## src/rtl/message_pkg.sv

```systemverilog
// message_pkg
//   Shared definitions for the scrolling seven-segment message driver.
//   - seg_t      : one active-low segment byte (bit0=a .. bit6=g, bit7=dp)
//   - MSG_LEN    : number of characters in the message (wraps modulo 16)
//   - MSG_ROM    : the fixed ASCII message, index 0 is the first character
//   - SEG_*      : glyph patterns used by char_to_seg
package message_pkg;

    typedef logic [7:0] seg_t;

    localparam int MSG_LEN = 16;

    // '' HELLO CLIP.''
    localparam logic [7:0] MSG_ROM [MSG_LEN] = '{
        8'h27, 8'h27, 8'h20, 8'h48, 8'h45, 8'h4C, 8'h4C, 8'h4F,
        8'h20, 8'h43, 8'h4C, 8'h49, 8'h50, 8'h2E, 8'h27, 8'h27
    };

    // Active-low: a 0 bit lights the segment.
    localparam seg_t SEG_BLANK = 8'hFF;
    localparam seg_t SEG_APOS  = 8'hFD;
    localparam seg_t SEG_H     = 8'h89;
    localparam seg_t SEG_E     = 8'h86;
    localparam seg_t SEG_L     = 8'hC7;
    localparam seg_t SEG_O     = 8'hC0;
    localparam seg_t SEG_C     = 8'hC6;
    localparam seg_t SEG_I     = 8'hF9;
    localparam seg_t SEG_P     = 8'h8C;
    localparam seg_t SEG_DOT   = 8'h7F;
    localparam seg_t SEG_DASH  = 8'hBF;

endpackage

```

## src/rtl/message_char_to_seg.sv

```systemverilog
// char_to_seg
//   Combinational ASCII -> active-low seven-segment decoder.
//   Characters without a dedicated glyph are shown as a dash.
//   Ports:
//     ch  : ASCII code
//     seg : segment byte (bit0=a .. bit6=g, bit7=dp), 0 = lit
module char_to_seg
    import message_pkg::*;
(
    input  logic [7:0] ch,
    output seg_t       seg
);

    always_comb begin
        seg = SEG_DASH;
        case (ch)
            8'h20: seg = SEG_BLANK;
            8'h27: seg = SEG_APOS;
            8'h48: seg = SEG_H;
            8'h45: seg = SEG_E;
            8'h4C: seg = SEG_L;
            8'h4F: seg = SEG_O;
            8'h43: seg = SEG_C;
            8'h49: seg = SEG_I;
            8'h50: seg = SEG_P;
            8'h2E: seg = SEG_DOT;
            default: seg = SEG_DASH;
        endcase
    end

endmodule

```

## src/rtl/message.sv

```systemverilog
// message
//   Scrolling text driver for a 6-digit seven-segment bank. A step counter
//   advances a wrap-around window start pointer every STEP_CYCLES enabled
//   cycles; the six visible characters are decoded and registered onto hex.
//   Optional feature: define MESSAGE_PAUSE_EN to add a pause input that
//   freezes scrolling while display refresh continues.
//   Ports:
//     clk   : system clock, rising edge
//     reset : synchronous, active-high; clears counter/pointer, blanks hex
//     en    : scroll enable; counter and pointer hold when low
//     pause : (MESSAGE_PAUSE_EN only) holds counter and pointer when high
//     hex   : six segment bytes, hex[8k+7:8k] = digit k, digit 5 leftmost
//     ptr   : current window start index (shown on digit 5), no latency
module message
    import message_pkg::*;
#(
    parameter int STEP_CYCLES = 25_000_000,
    parameter int NUM_DIGITS  = 6
) (
    input  logic                    clk,
    input  logic                    reset,
    input  logic                    en,
`ifdef MESSAGE_PAUSE_EN
    input  logic                    pause,
`endif
    output logic [8*NUM_DIGITS-1:0] hex,
    output logic [3:0]              ptr
);

    localparam int CW = $clog2(STEP_CYCLES);
    localparam logic [CW-1:0] CNT_LAST = CW'(STEP_CYCLES - 1);

    logic [CW-1:0]           cnt;
    logic [3:0]              ptr_q;
    logic                    advance;
    logic [8*NUM_DIGITS-1:0] window;

`ifdef MESSAGE_PAUSE_EN
    assign advance = en & ~pause;
`else
    assign advance = en;
`endif

    // Step counter and window pointer; pointer wraps naturally at 4 bits.
    always_ff @(posedge clk) begin
        if (reset) begin
            cnt   <= '0;
            ptr_q <= '0;
        end else if (advance) begin
            if (cnt == CNT_LAST) begin
                cnt   <= '0;
                ptr_q <= ptr_q + 4'd1;
            end else begin
                cnt <= cnt + 1'b1;
            end
        end
    end

    // Digit k shows message[ptr + (NUM_DIGITS-1-k)] so the leftmost digit
    // carries the window start.
    for (genvar k = 0; k < NUM_DIGITS; k++) begin : g_digit
        logic [3:0] idx;
        logic [7:0] ch;
        assign idx = ptr_q + 4'(NUM_DIGITS - 1 - k);
        assign ch  = MSG_ROM[idx];
        char_to_seg u_dec (
            .ch  (ch),
            .seg (window[8*k +: 8])
        );
    end

    // Registered display: one cycle behind the pointer, blank during reset.
    always_ff @(posedge clk) begin
        if (reset) begin
            hex <= {NUM_DIGITS{SEG_BLANK}};
        end else begin
            hex <= window;
        end
    end

    assign ptr = ptr_q;

endmodule

```

## config.mk

```make
export PLATFORM = sky130hd
export DESIGN_NAME = message
export DESIGN_NICKNAME = d
export VERILOG_FILES = /design/src/rtl/message_pkg.sv /design/src/rtl/message_char_to_seg.sv /design/src/rtl/message.sv
export SDC_FILE = /design/constraint.sdc
export NUM_CORES = 1
export LEC_CHECK = 0
export CAP_MARGIN = 20
export CORE_ASPECT_RATIO = 1.5
export CORE_MARGIN = 4
export CORE_UTILIZATION = 36
export CTS_CLUSTER_DIAMETER = 150
export CTS_CLUSTER_SIZE = 40
export DETAILED_ROUTE_END_ITERATION = 10
export GPL_TIMING_DRIVEN = 0
export PLACE_DENSITY = 0.53
export SYNTH_ARGS = -nofsm -noshare
export SYNTH_HDL_FRONTEND = slang
export SYNTH_SLANG_ARGS = --single-unit
export TNS_END_PERCENT = 20
```

## constraint.sdc

```tcl
create_clock -name clk -period 4.4 [get_ports clk]
set_input_delay 1.32 -clock clk [delete_from_list [all_inputs] [get_ports clk]]
set_output_delay 1.32 -clock clk [all_outputs]
set_load 0.02 [all_outputs]
```

==> results.md <==
Global routing:
- Summed over all layers, the global routing overflow is 0.
- Global routing consumed, over all layers together, approximately 18% of the routing resources.
- The first global-routing pass estimated between 20000 and 25000 µm of wire.
- The pin count of the biggest net entering global routing is 14.
- The initial antenna violation count is 1.
- The via count of the first global-routing pass is about 5.0k.

Hold path:
- The worst min-delay path category is reg2reg.
- The start point of the worst hold path is cnt[1]$_SDFFE_PP0P_.
- The worst hold path cell count is 2.

Synth:
- Of the total synthesized cell area, the portion taken by AND, OR, NAND and NOR gates is between 20% and 30%.
- The most instantiated flip-flop cell in the synthesis netlist is dfxtp_1.
- The area of the mapped netlist is approximately 5300 µm².
- The dominant combinational cell family by area after synthesis is simple AND/OR/NAND/NOR gates.
- Dividing the synthesized area by the synthesized cell count gives approximately 7.7 µm².
- The synthesized netlist devotes under 10% of its cell area to adder and majority cells.
- The number of nets handed over by synthesis was ~710.
- The number of synthesized flops with an enable pin is 0.
- The multiplexer share of the synthesized area is approximately 6.3%.
- The cell count after synthesis came out at roughly 680.
- The synthesized flop and latch total is about 70.
- The number of synthesis warnings is 0.
- In this run, distinct cell masters in the synthesized netlist total 76.
- The fraction of synthesized cell area in xor and xnor cells is 7.429%.
- The synthesized-area fraction occupied by ao, oa, aoi and oai cells is around 20%.
- The share of async-settable or async-resettable flops after synthesis is 0%.
- After synthesis, flip-flops and latches occupy 26.96% of the total area.

Die:
- The starting density of the core is a little under two fifths.
- The floorplan has between 50 and 60 rows.
- The number of placed I/O pins is 55.
- The die is roughly 160 µm tall.
- The horizontal die dimension is around 110 µm.
- The die covers 16680 µm².
- The total area inside the core boundary comes to between 10000 and 15000 µm².

STA:
- The final number of max-transition violations is 0.
- The transition time at the pin with the least slew margin is 0.8184 ns.
- After layout, the worst path uses between 90% and 100% of the clock period.
- Headroom to the max-slew limit came out at between 40% and 50%.
- The shortest clock period the worst path allows after layout is 4.131 ns.
- Setup repair after global routing left no endpoint under its margin.
- The number of hold-slack violations in the final timing report is 0.
- The setup TNS is 0 ns.
- The clock skew after layout is between 0.015 and 0.02 ns.
- The maximum clock frequency is roughly 240 MHz.
- The number of failing setup endpoints in the final timing report is 0.

Clock tree:
- The CTS tree is done.
- The buffer depth of the longest clock path is 2.
- The cell at the root of the clock tree is clkbuf_16.
- The later-pin clock latency in the skew report is 0.35 ns.
- The post-cts hold buffer count is 0.
- Clock-pin slew was measured on the worst setup and hold paths at about 0.07 ns.
- The H-tree generated during clock tree synthesis spans 3 levels.
- The number of sinks driven by the clock tree is about 70.
- The CTS buffer count is 9.

Drt:
- After detailed routing, the number of vias per cell comes to ~5.6.
- The first detailed-routing pass ran for 5 iterations.
- After detailed routing, the average wire length per cell comes to about 16 µm.
- For this block, the initial DRC count from the detailed router was 281.
- The final route contains approximately 5.3k vias.
- For this run, design rule violations remaining after detail routing come to 0.
- The overall routed net length is around 15000 µm.
- Once detail routing completed, the nets flagged for antenna violations numbered 0.

Cells and area:
- The number of antenna repair diodes is 0.
- For this run, the post-layout net count is just under 800.
- The layout overhead on the synthesized area is 20.46%.
- Of the cells placed in the final design, the portion with a size suffix greater than 1 is ~8.6%.
- The number of standard cells in the final layout excluding fillers is 945.
- The number of fillers in the final layout is between 1k and 1.5k.
- Cells fill between 40% and 50% of the core in the end.

Critical path:
- In this run the worst path has a maximum fanout of 10.
- The kind of critical path is reg2reg.
- The start point of the critical path is ptr[1]$_SDFFE_PP0P_.
- The kind of start point of the critical path is a register.
- The critical register-to-register path startpoint is ptr[1]$_SDFFE_PP0P_.
- For the worst setup path, the data arrival time is between 4 and 5 ns.
- STA classifies the critical path endpoint as a register.
- For the worst flop-to-flop path, the logic depth is 13.
- The required arrival time at the worst endpoint is ~4.6 ns.

Placement:
- The count of buffers from port buffering is 54.
- Counting tap cells, the placed design contains a total of a little over 900 instances.
- The half-perimeter wire length after placement is 11630 µm.
- Routability-driven placement finished with a final weighted congestion of about 0.89.

Run:
- The max-capacitance violation count is 0.

Pwr:
- In this run the static leakage power is between 0.002 and 0.0025 µW.
- The worst supply voltage drop on vdd is approximately 0.14 mV.
- The total power density per cell area is between 200 and 250 nW/µm².

Status:
- The flow ran to the end, and the final reports show no timing, DRC or antenna violations.
-- synth_stat cells (16+ instances only) --
master     n  share of area [%]
nand3_1   18                1.7
inv_1     16                1.1
nand4_1   16                1.9
o21ai_0   33                3.1
nand2b_1  19                2.3
xnor2_1   18                3.0
dfxtp_1   71                 27
xor2_1    23                3.8
clkbuf_1  24                1.7
a21oi_1   30                2.8
ha_1      20                4.7
mux2i_1   21                4.0
nor3_1    18                1.7
nand2_1   66                4.7
nor2_1    93                6.6
-- logic make-up (layout without fill, tap and decap cells) --
logic type	count (synthesis)	after routing
multiplexers	30	30
flip-flops	71	71
AO/OA/AOI/OAI	156	156
adder cells (fa/ha/maj)	20	20
AND/OR/NAND/NOR	300	300
XOR/XNOR	43	43
buffers and inverters	63	133
-- state kept, by name, summed over array words and instances (netlist names) --
register and cells:
ptr 4, cnt 25, hex 42
-- final cells by class --
| cell class | instances | area [µm²] | share of cell area [%] |
|---|---|---|---|
| Multi-Input combinational cell | 549 | 3573 | 56.28 |
| Sequential cell | 71 | 1423 | 22.40 |
| Timing Repair Buffer | 54 | 540.5 | 8.512 |
| Tap cell | 192 | 240.2 | 3.783 |
| Buffer | 47 | 239.0 | 3.764 |
| Clock buffer | 10 | 229.0 | 3.606 |
| Inverter | 16 | 60.06 | 0.9458 |
| Clock inverter | 6 | 45.04 | 0.7094 |
-- worst max-delay path: stages (launching register included) --
cell	delay, ns
dfxtp_2	0.41
clkbuf_1	0.22
buf_2	0.22
inv_1	0.23
ha_1	0.30
clkbuf_1	0.44
inv_1	0.26
mux4_2	0.52
clkbuf_1	0.24
o22ai_1	0.23
a32oi_1	0.09
o221ai_1	0.31
o211ai_1	0.16
or3b_1	0.38
-- layout by cell type (no fill, tap or decap), types with 20 or more instances in the layout --
master | netlist | final
clkdlybuf4s50_1 | 0 | 54
nand2_1 | 66 | 66
ha_1 | 20 | 20
dfxtp_1 | 71 | 70
xor2_1 | 23 | 23
mux2i_1 | 21 | 21
o21ai_0 | 33 | 33
nor2_1 | 93 | 93
a21oi_1 | 30 | 30
clkbuf_1 | 24 | 22
-- metrics by stage --
stage	power, µW	instance area [µm²]	hold WS (ns)	worst slack (ns)
after floorplan	695.5	5271	0.4622	0.8852
after global placement	719.7	6052	0.4764	-0.03062
after detailed placement	720.8	6052	0.4939	-0.1007
after CTS	1417	6327	0.5036	0.04283
after global routing	1452	6350	0.5327	0.01192
final	1399	6350	0.5070	0.2686
-- worst paths after layout --
kind | to | slack, ns
hold reg to reg | cnt[1]$_SDFFE_PP0P_ | 0.51
setup / recovery | hex[10]$_SDFF_PP1_ | 0.27
setup reg to reg | hex[10]$_SDFF_PP1_ | 0.27
hold / removal | cnt[1]$_SDFFE_PP0P_ | 0.51
-- per-layer routing --
layer  vias to the layer above  GRT usage, %  wire length, µm
met4                         2         7.861              471
met3                        37         3.851              450
met5                         -             0               13
met2                        96         33.72             8074
met1                      2567         19.95             6334
li1                       2579             -                -
-- timing repair --
item                                   in CTS  in global routing
buffers inserted                            0                  0
endpoints found under the hold margin       0                  0
gates cloned                                0                  0
setup endpoints to repair                   3                 15
resized for setup                           1                  8
-- power breakdown --
part           switching (µW)  leakage [µW]  internal (µW)  total, µW
Combinational            28.8       0.00158           22.8       51.7
Clock                     308      0.000137            385        693
Sequential               3.56      0.000578            651        654
Note: power is estimated with default switching activity, not from simulation.
